## config.mk

```make
export PLATFORM = sky130hd
export DESIGN_NAME = load_store_unit
export DESIGN_NICKNAME = d
export VERILOG_FILES = /design/src/rtl/lsu_pkg.sv /design/src/rtl/lsu_align.sv /design/src/rtl/load_store_unit.sv
export SDC_FILE = /design/constraint.sdc
export NUM_CORES = 1
export LEC_CHECK = 0
export CAP_MARGIN = 20
export CORE_AREA = 8 8 176 178
export DETAILED_ROUTE_END_ITERATION = 6
export DIE_AREA = 0 0 184 186
export PLACE_DENSITY_LB_ADDON = 0.15
export SYNTH_ARGS = -nofsm -noshare
export SYNTH_HDL_FRONTEND = slang
export SYNTH_HIERARCHICAL = 1
export SYNTH_SLANG_ARGS = --single-unit
```

## constraint.sdc

```tcl
create_clock -name clock -period 6.9 [get_ports clock]
set_input_delay 1.38 -clock clock [delete_from_list [all_inputs] [get_ports clock]]
set_output_delay 1.38 -clock clock [all_outputs]
set_load 0.005 [all_outputs]
```

## src/rtl/lsu_pkg.sv

```systemverilog
// Shared types and helpers for the load/store unit: FSM state encoding,
// RV64 load/store funct3 codes and the access-size decode.
package lsu_pkg;

    typedef enum logic [1:0] {
        ST_IDLE = 2'd0,
        ST_RD   = 2'd1,
        ST_WR   = 2'd2,
        ST_RESP = 2'd3
    } lsu_state_e;

    localparam logic [2:0] F3_B  = 3'b000;
    localparam logic [2:0] F3_H  = 3'b001;
    localparam logic [2:0] F3_W  = 3'b010;
    localparam logic [2:0] F3_D  = 3'b011;
    localparam logic [2:0] F3_BU = 3'b100;
    localparam logic [2:0] F3_HU = 3'b101;
    localparam logic [2:0] F3_WU = 3'b110;

    // Access size in bytes (1, 2, 4 or 8) from the low two funct3 bits.
    function automatic logic [3:0] f3_bytes(input logic [2:0] funct3);
        logic [3:0] size;
        case (funct3[1:0])
            2'd0:    size = 4'd1;
            2'd1:    size = 4'd2;
            2'd2:    size = 4'd4;
            default: size = 4'd8;
        endcase
        return size;
    endfunction

endpackage

```

## src/rtl/lsu_align.sv

```systemverilog
// Combinational datapath for the load/store unit: request legality check,
// little-endian store lane merge and load extract with sign/zero extension.
module lsu_align
    import lsu_pkg::*;
#(
    parameter int XLEN = 64
) (
    input  logic            chk_write,
    input  logic [2:0]      chk_funct3,
    input  logic [2:0]      chk_offset,
    output logic            chk_error,

    input  logic [2:0]      op_funct3,
    input  logic [2:0]      op_offset,
    input  logic [XLEN-1:0] op_wdata,
    input  logic [XLEN-1:0] op_dword,
    output logic [XLEN-1:0] store_dword,
    output logic [XLEN-1:0] load_data
);

    logic            misaligned;
    logic            illegal;
    logic [5:0]      shamt;
    logic [8:0]      size_span;
    logic [7:0]      size_mask;
    logic [7:0]      lane_mask;
    logic [XLEN-1:0] wdata_shifted;
    logic [XLEN-1:0] dword_shifted;

    // Misaligned requests are flagged, never split across doublewords.
    always_comb begin
        misaligned = 1'b0;
        case (chk_funct3[1:0])
            2'd0:    misaligned = 1'b0;
            2'd1:    misaligned = chk_offset[0];
            2'd2:    misaligned = |chk_offset[1:0];
            default: misaligned = |chk_offset;
        endcase
    end

    assign illegal   = chk_write ? chk_funct3[2] : (chk_funct3 == 3'b111);
    assign chk_error = misaligned | illegal;

    assign shamt         = {op_offset, 3'b000};
    assign size_span     = (9'd1 << f3_bytes(op_funct3)) - 9'd1;
    assign size_mask     = size_span[7:0];
    assign lane_mask     = size_mask << op_offset;
    assign wdata_shifted = op_wdata << shamt;
    assign dword_shifted = op_dword >> shamt;

    // Each byte lane either takes the shifted store byte or keeps memory.
    genvar gi;
    generate
        for (gi = 0; gi < 8; gi++) begin : g_lane
            assign store_dword[gi*8 +: 8] = lane_mask[gi] ? wdata_shifted[gi*8 +: 8]
                                                          : op_dword[gi*8 +: 8];
        end
    endgenerate

    always_comb begin
        load_data = dword_shifted;
        case (op_funct3)
            F3_B:    load_data = {{(XLEN-8){dword_shifted[7]}},   dword_shifted[7:0]};
            F3_H:    load_data = {{(XLEN-16){dword_shifted[15]}}, dword_shifted[15:0]};
            F3_W:    load_data = {{(XLEN-32){dword_shifted[31]}}, dword_shifted[31:0]};
            F3_BU:   load_data = {{(XLEN-8){1'b0}},  dword_shifted[7:0]};
            F3_HU:   load_data = {{(XLEN-16){1'b0}}, dword_shifted[15:0]};
            F3_WU:   load_data = {{(XLEN-32){1'b0}}, dword_shifted[31:0]};
            default: load_data = dword_shifted;
        endcase
    end

endmodule

```

## src/rtl/load_store_unit.sv

```systemverilog
// Multicycle RV64I load/store controller in front of a doubleword-only data
// memory; sub-doubleword stores are performed as read-modify-write.
module load_store_unit
    import lsu_pkg::*;
#(
    parameter int XLEN   = 64,
    parameter int ADDR_W = 64
) (
    input  logic              clock,
    input  logic              reset,

    input  logic              req_valid,
    output logic              req_ready,
    input  logic              req_write,
    input  logic [2:0]        req_funct3,
    input  logic [ADDR_W-1:0] req_addr,
    input  logic [XLEN-1:0]   req_wdata,

    output logic              resp_valid,
    output logic [XLEN-1:0]   resp_rdata,
    output logic              resp_error,

    output logic              mem_read,
    output logic              mem_write,
    output logic [ADDR_W-1:0] mem_rd_addr,
    output logic [ADDR_W-1:0] mem_wr_addr,
    output logic [XLEN-1:0]   mem_wdata,
    input  logic [XLEN-1:0]   mem_rdata
);

    localparam logic [1:0] IDLE = 2'(ST_IDLE);
    localparam logic [1:0] RD   = 2'(ST_RD);
    localparam logic [1:0] WR   = 2'(ST_WR);
    localparam logic [1:0] RESP = 2'(ST_RESP);

    logic [1:0]        state_reg;
    logic [1:0]        state_next;
    logic [ADDR_W-1:0] addr_reg;
    logic [2:0]        funct3_reg;
    logic              write_reg;
    logic [XLEN-1:0]   wdata_reg;
    logic              error_reg;
    logic [XLEN-1:0]   dword_reg;

    logic              accept;
    logic              req_error;
    logic [XLEN-1:0]   store_dword;
    logic [XLEN-1:0]   load_data;
    logic [ADDR_W-1:0] dword_addr;

    assign req_ready  = (state_reg == IDLE);
    assign accept     = req_valid && req_ready;
    assign dword_addr = {addr_reg[ADDR_W-1:3], 3'b000};

    // Legality is judged on the live request; the data path uses latched fields.
    lsu_align #(
        .XLEN(XLEN)
    ) u_align (
        .chk_write   (req_write),
        .chk_funct3  (req_funct3),
        .chk_offset  (req_addr[2:0]),
        .chk_error   (req_error),
        .op_funct3   (funct3_reg),
        .op_offset   (addr_reg[2:0]),
        .op_wdata    (wdata_reg),
        .op_dword    (dword_reg),
        .store_dword (store_dword),
        .load_data   (load_data)
    );

    always_comb begin
        state_next = state_reg;
        case (state_reg)
            IDLE: begin
                if (accept) begin
                    if (req_error)
                        state_next = RESP;
                    else if (req_write && (req_funct3 == F3_D))
                        state_next = WR;
                    else
                        state_next = RD;
                end
            end
            RD:      state_next = write_reg ? WR : RESP;
            WR:      state_next = RESP;
            default: state_next = IDLE;
        endcase
    end

    always_ff @(posedge clock) begin
        if (reset) begin
            state_reg  <= IDLE;
            addr_reg   <= '0;
            funct3_reg <= '0;
            write_reg  <= 1'b0;
            wdata_reg  <= '0;
            error_reg  <= 1'b0;
            dword_reg  <= '0;
        end else begin
            state_reg <= state_next;
            if (accept) begin
                addr_reg   <= req_addr;
                funct3_reg <= req_funct3;
                write_reg  <= req_write;
                wdata_reg  <= req_wdata;
                error_reg  <= req_error;
            end
            if (state_reg == RD)
                dword_reg <= mem_rdata;
        end
    end

    assign mem_read    = (state_reg == RD);
    assign mem_rd_addr = (state_reg == RD) ? dword_addr : '0;

    // Gating with reset keeps an aborted store from landing on the reset edge.
    assign mem_write   = (state_reg == WR) && !reset;
    assign mem_wr_addr = (state_reg == WR) ? dword_addr : '0;

    always_comb begin
        mem_wdata = '0;
        if (state_reg == WR)
            mem_wdata = (funct3_reg == F3_D) ? wdata_reg : store_dword;
    end

    assign resp_valid = (state_reg == RESP);
    assign resp_error = (state_reg == RESP) && error_reg;

    always_comb begin
        resp_rdata = '0;
        if ((state_reg == RESP) && !write_reg && !error_reg)
            resp_rdata = load_data;
    end

endmodule
```

# --- Yosys cells after proc, flatten, opt, wreduce, memory -nomap -nowiden ---
# Cells that the tools add are included.
# Widths: inputs -> output; s select.
word_totals:
  out_inout_bits: 261
  in_bits: 199
  wordCells: 66
  ff_bits: 199
op_classes:
  n_shift: 4
  n_addsub: 1
  mux: 22
  n_reduce_logical: 15
  bitwise_logic: 1
  n_eq_ne: 16
ops:
  columns: ["cell", "n"]
  rows:
  - ["$pmux 64 s6", 1]
  - ["$mux 64", 5]
  - ["$mux 8", 8]
  - ["$shl 64x6->64", 1]
  - ["$shr 64x6->64", 1]
  - ["$eq 3x3->1 const B", 4]
  - ["$pmux 4 s3", 1]
  - ["$eq 3x2->1 const B", 3]
  - ["$eq 2x2->1 const B", 4]
  - ["$shl 1x4->8 const A", 1]
  - ["$shl 8x3->8", 1]
  - ["$sub 8x1->8 const B", 1]
  - ["$eq 2x1->1 const B", 3]
  - ["$logic_and 1x1->1", 6]
  - ["$logic_not 2->1", 3]
  - ["$mux 2", 3]
  - ["$pmux 2 s3", 1]
  - ["$eq 3x1->1 const B", 1]
  - ["$logic_not 1->1", 3]
  - ["$logic_not 3->1", 1]
  - ["$pmux 1 s3", 1]
  - ["$reduce_or 3->1", 1]
  - ["$mux 1", 2]
  - ["$ne 2x1->1 const B", 1]
  - ["2 further kinds", 2]

# --- Depth between registers and ports, before layout ---
logic_depth:
  word_depth: 8
  depth_mapped: 10
  depth_no_buf: 6

# --- Modules after synthesis ---
# Netlist, hierarchy kept.
by_module_without_submodules:
  columns: ["module", "n_inst", "seq_area_each_um2", "area_each_um2", "cells_each"]
  rows:
  - ["load_store_unit", 1, 3983.8, 9481.6, 1238]
  - ["lsu_align", 1, 0.0, 4697.0, 592]

# --- Worst setup path after synthesis ---
# OpenSTA, ideal clock, no wires.
synth_timing:
  path_type: "flip-flop to output port"
  startpoint: "register funct3_reg[1]"
  endpoint: "output mem_wdata[53]"
  arrival_time_ns: 2.077
  path_buffers: 2
  stages_incl_launch_ff: 9
  required_time_ns: 5.520
  path_slack_ns: 3.443
  path_cell_list: "dfxtp_1 -> clkbuf_1 -> clkinv_1 -> a221oi_2 -> clkbuf_1 -> nor2_1 -> a31oi_1 -> nand2_1 -> a21boi_0"
synth_via:
  elab_chain_len: 8
  word_cells_on_any_way: 11
  cone_classes: "add/sub (1); eq/ne (3); shift (2); mux (4); reduce/logical (1)"
synth_lines:
  columns: ["element", "line", "text"]
  rows:
  - ["start: declaration", "load_store_unit.sv:39", "logic [2:0] funct3_reg;"]
  - ["start signal: assignment", "load_store_unit.sv:103", "funct3_reg <= req_funct3;"]
  - ["$eq 2x2->1 (tied with other cells)", "lsu_pkg.sv:23", "case (funct3[1:0])"]
  - ["$pmux 4 s3 (*)", "lsu_pkg.sv:23", null]
  - ["$shl 1x4->8 (*)", "lsu_align.sv:45", "assign size_span = (9'd1 << f3_bytes(op_funct3)) - 9'd1;"]
  - ["$sub 8x1->8 (*)", "lsu_align.sv:45", null]
  - ["$shl 8x3->8 (*)", "lsu_align.sv:47", "assign lane_mask = size_mask << op_offset;"]
  - ["$mux 8 (*)", "lsu_align.sv:55", "assign store_dword[gi*8 +: 8] = lane_mask[gi] ? wdata_shifted[gi*8 +: 8]"]
  - ["named net store_dword[53]", "load_store_unit.sv:47", "logic [XLEN-1:0] store_dword;"]
  - ["$mux 64 (*)", "load_store_unit.sv:123", "mem_wdata = (funct3_reg == F3_D) ? wdata_reg : store_dword;"]
  - ["$mux 64 (*)", "load_store_unit.sv:122", "if (state_reg == WR)"]
  - ["end: declaration", "load_store_unit.sv:27", "output logic [XLEN-1:0] mem_wdata,"]
# The timed path passes the listed nets; every way through them passes the cells marked *.

# --- Final worst setup path ---
layout_timing:
  startpoint: "register addr_reg[1]"
  endpoint: "output mem_wdata[33]"
layout_via:
  elab_chain_len: 4
  word_cells_on_any_way: 5
  cone_classes: "shift (2); mux (3)"
layout_lines:
  columns: ["element", "line", "text"]
  rows:
  - ["start: declaration", "load_store_unit.sv:38", "logic [ADDR_W-1:0] addr_reg;"]
  - ["start signal: assignment", "load_store_unit.sv:102", "addr_reg <= req_addr;"]
  - ["$shl 64x6->64 or $shl 8x3->8 (tied branches)", "lsu_align.sv:48, lsu_align.sv:47", null]
  - ["$mux 8 (*)", "lsu_align.sv:55", null]
  - ["named net store_dword[33]", "load_store_unit.sv:47", null]
  - ["$mux 64 (*)", "load_store_unit.sv:123", null]
  - ["$mux 64 (*)", "load_store_unit.sv:122", null]
# Marks and branches as above.

==> metrics.yaml <==
path_buf_inv: 2
power_density_nw_per_um2: 281
peakVddDrop_mv: 0.182
layout_commonest_cell: "nand2_1"
drc: 0
drtIter0Drc: 1893
ys_types: 53
grt_max_degree: 128
cts_buffers: 17
rsz0062_at_grt: "false"
path_depth: 8
crit_start: "addr_reg[1]"
worst_slack_ns: 1.25
die_area_um2: 34200
drtAntennaViolNets: 0
routed_wl_um: 61000
p_leak_uw: 0.00661
drv_cap: 0
synth_edf_count: 0
cts_tree: "built"
r2r-end: "wdata_reg[15]"
dp_hpwl_um: 44700
criticalPathCategory: "reg2out"
cts-root-buf: "clkbuf_16"
slew_viol_final: 0
clockBufferDepth: 2
netlist_area_um2: 14200
min_period_ns: 5.65
worst_pin_slew_ns: 1.16
rows: 62
worstPathArrival_ns: 4.27
cp_max_fo: 76
postCtsSetupRepairBufs: 0
gp_congestion: 0.999
clock_latency_ns: 0.46
ys_warn_count: 6
finalSetupViolCount: 0
finalHoldViolations: 0
initial_utilization_pct: 50.2
cts.sink_count: 199
wl_per_cell_um: 23.9
skew_ns: 0.0171
fillers: 2425
dpl_worst_slack_ns: 1.66
synth_seq_cells: 199
dr_total_vias: 15195
grt_pass1_wl_um: 90400
synthArstFlopShare_pct: 0
final_cell_mix: "nand2_1, clkdlybuf4s50_1, dfxtp_1"
cp_top_family: "compound AO/OA/AOI/OAI gates"
track_usage_pct: 34.6
postLayoutCoreUtil_pct: 67.9
r2r_start: "state_reg[0]"
yosysSeqAreaShare_pct: 28.1
syn_inst: 1830
slew_headroom_pct: 22.4
status: "finished clean"
layout-area-overhead-vs-synth_pct: 35.2
htreeDepth: 4
antenna_found_initial: 4
path_cells: "buf_4, nor3b_1, o21ai_1, and2_0, a221o_1, nand2_1, a21boi_0, clkdlybuf4s50_1"
pin_count: 460
max_stage_delay_ns: 1.04
drive_above_1_share_pct: 7.81
p_total_uw: 5390
via_per_inst: 5.96
overflow: 0
die_width_um: 184
startpoint_type: "flip-flop"
layout.nets: 2355
port_buffers: 453
cts_resized: 0
drt_pre_antenna_iters: 6
crit_path_end_kind: "primary output"
ys.flop_type: "dfxtp_1"
slowest_stage: "dfxtp_4"
r2r_setup_slack_ns: 4.21
core-area_um2: 28200
postCtsHoldBufs: 0
required_ns: 5.52
endpoint: "mem_wdata[33]"
clk_pin_slew_worst_paths_ns: 0.09
fin_crit_sh_pct: 81.9
tns_ns: 0
rr_worst_depth: 6
hp-class: "reg2reg"
grt_pass1_vias: 14292
die_y_um: 186
syn_avg_cell_area_um2: 7.75
clock.fmax_ghz: 0.177
-- worst register-to-register path: stages (launching register included) --
cell     delay, ns
dfxtp_1       0.47
inv_1         0.14
ha_1          0.31
nand2_4       0.45
buf_4         0.82
nand2_1       0.22
a21oi_1       0.19
-- power by group --
| part | switching, uW | leakage, uW | internal (uW) |
|---|---|---|---|
| registers | 510 | 0.00163 | 1380 |
| clock network | 568 | 0.000295 | 498 |
| logic | 1300 | 0.00469 | 1130 |
| total | 2380 | 0.00661 | 3010 |
-- stage by stage --
step,hold slack (ns),instance area [um^2],cells
2_1_floorplan,0.440,14200,1835
3_5_place_dp,0.454,18500,2514
6_report,0.463,19200,2551
4_1_cts,0.466,19100,2546
5_1_grt,0.483,19200,2550
3_3_place_gp,0.448,18500,2514
-- area by class of cell --
| type | instances | area [um^2] | area share, % |
|---|---|---|---|
| clock buffers | 17 | 425 | 2.22 |
| diodes | 3 | 7.51 | 0.0392 |
| clock inverters | 15 | 193 | 1.01 |
| inverters | 7 | 26.3 | 0.137 |
| multi-input cells | 1453 | 9330 | 48.7 |
| well taps | 384 | 480 | 2.51 |
| flip-flops and latches | 199 | 3990 | 20.8 |
| repair buffers | 473 | 4710 | 24.6 |
-- worst min path at each step --
stage                       startpoint            to  cells after the start
after floorplan           addr_reg[10]  addr_reg[10]                      2
after global placement    addr_reg[43]  addr_reg[43]                      2
after detailed placement  addr_reg[48]  addr_reg[48]                      2
after CTS                 addr_reg[48]  addr_reg[48]                      2
after global routing      addr_reg[48]  addr_reg[48]                      2
final                     addr_reg[48]  addr_reg[48]                      2
-- synth_stat cells, types with 2 or more instances --
| cell type | number | area share (%) |
|---|---|---|
| mux2_2 | 26 | 2.1 |
| o211ai_1 | 11 | 0.58 |
| or3_1 | 2 | 0.088 |
| buf_1 | 6 | 0.16 |
| o21a_1 | 3 | 0.16 |
| a31oi_1 | 17 | 0.75 |
| a221o_1 | 8 | 0.56 |
| mux2i_1 | 152 | 11 |
| buf_2 | 60 | 2.1 |
| inv_1 | 6 | 0.16 |
| and3_1 | 3 | 0.13 |
| mux4_2 | 55 | 8.7 |
| nor3b_1 | 2 | 0.11 |
| nand2_2 | 11 | 0.49 |
| nor2_1 | 100 | 2.6 |
| o22a_1 | 8 | 0.49 |
| o2111ai_1 | 7 | 0.43 |
| and2_1 | 188 | 8.3 |
| o2bb2ai_1 | 16 | 0.99 |
| buf_8 | 2 | 0.21 |
| clkbuf_1 | 78 | 2.1 |
| o21ai_0 | 39 | 1.4 |
| nor3_1 | 6 | 0.21 |
| nand2_1 | 490 | 13 |
| dfxtp_1 | 199 | 28 |
| a21boi_0 | 64 | 3.4 |
| and3b_1 | 2 | 0.12 |
| nand3_1 | 13 | 0.46 |
| buf_4 | 21 | 1.1 |
| nor2b_1 | 13 | 0.57 |
| buf_6 | 9 | 0.71 |
| ha_1 | 5 | 0.44 |
| a21oi_1 | 141 | 5.0 |
| nand4_1 | 26 | 1.1 |
| a21oi_2 | 10 | 0.62 |
| a211oi_1 | 2 | 0.11 |
| nand2b_1 | 6 | 0.26 |
| a2bb2oi_1 | 8 | 0.49 |
-- layer usage --
| metal | share of wire (%) | GRT usage (%) | up-vias |
|---|---|---|---|
| met5 | 0.021 | 0 | - |
| met4 | 4.7 | 15.7 | 2 |
| met3 | 12 | 11.7 | 184 |
| met2 | 45 | 53.8 | 1045 |
| met1 | 38 | 42.9 | 7088 |
| li1 | - | - | 6876 |
-- cells by family (layout without fill, tap and decap cells) --
group                      after synthesis  in the layout  share of synthesized area, %
and+or+nand+nor                        869            869                          28.0
adders and majority gates                5              5                         0.441
buffers and inverters                  183            512                          6.57
AOI/OAI and AO/OA                      340            340                          15.3
muxes                                  233            233                          21.5
other                                    1              9                        0.0264
DFF                                    199            199                          28.1
Note: power is estimated with default switching activity, not from simulation.
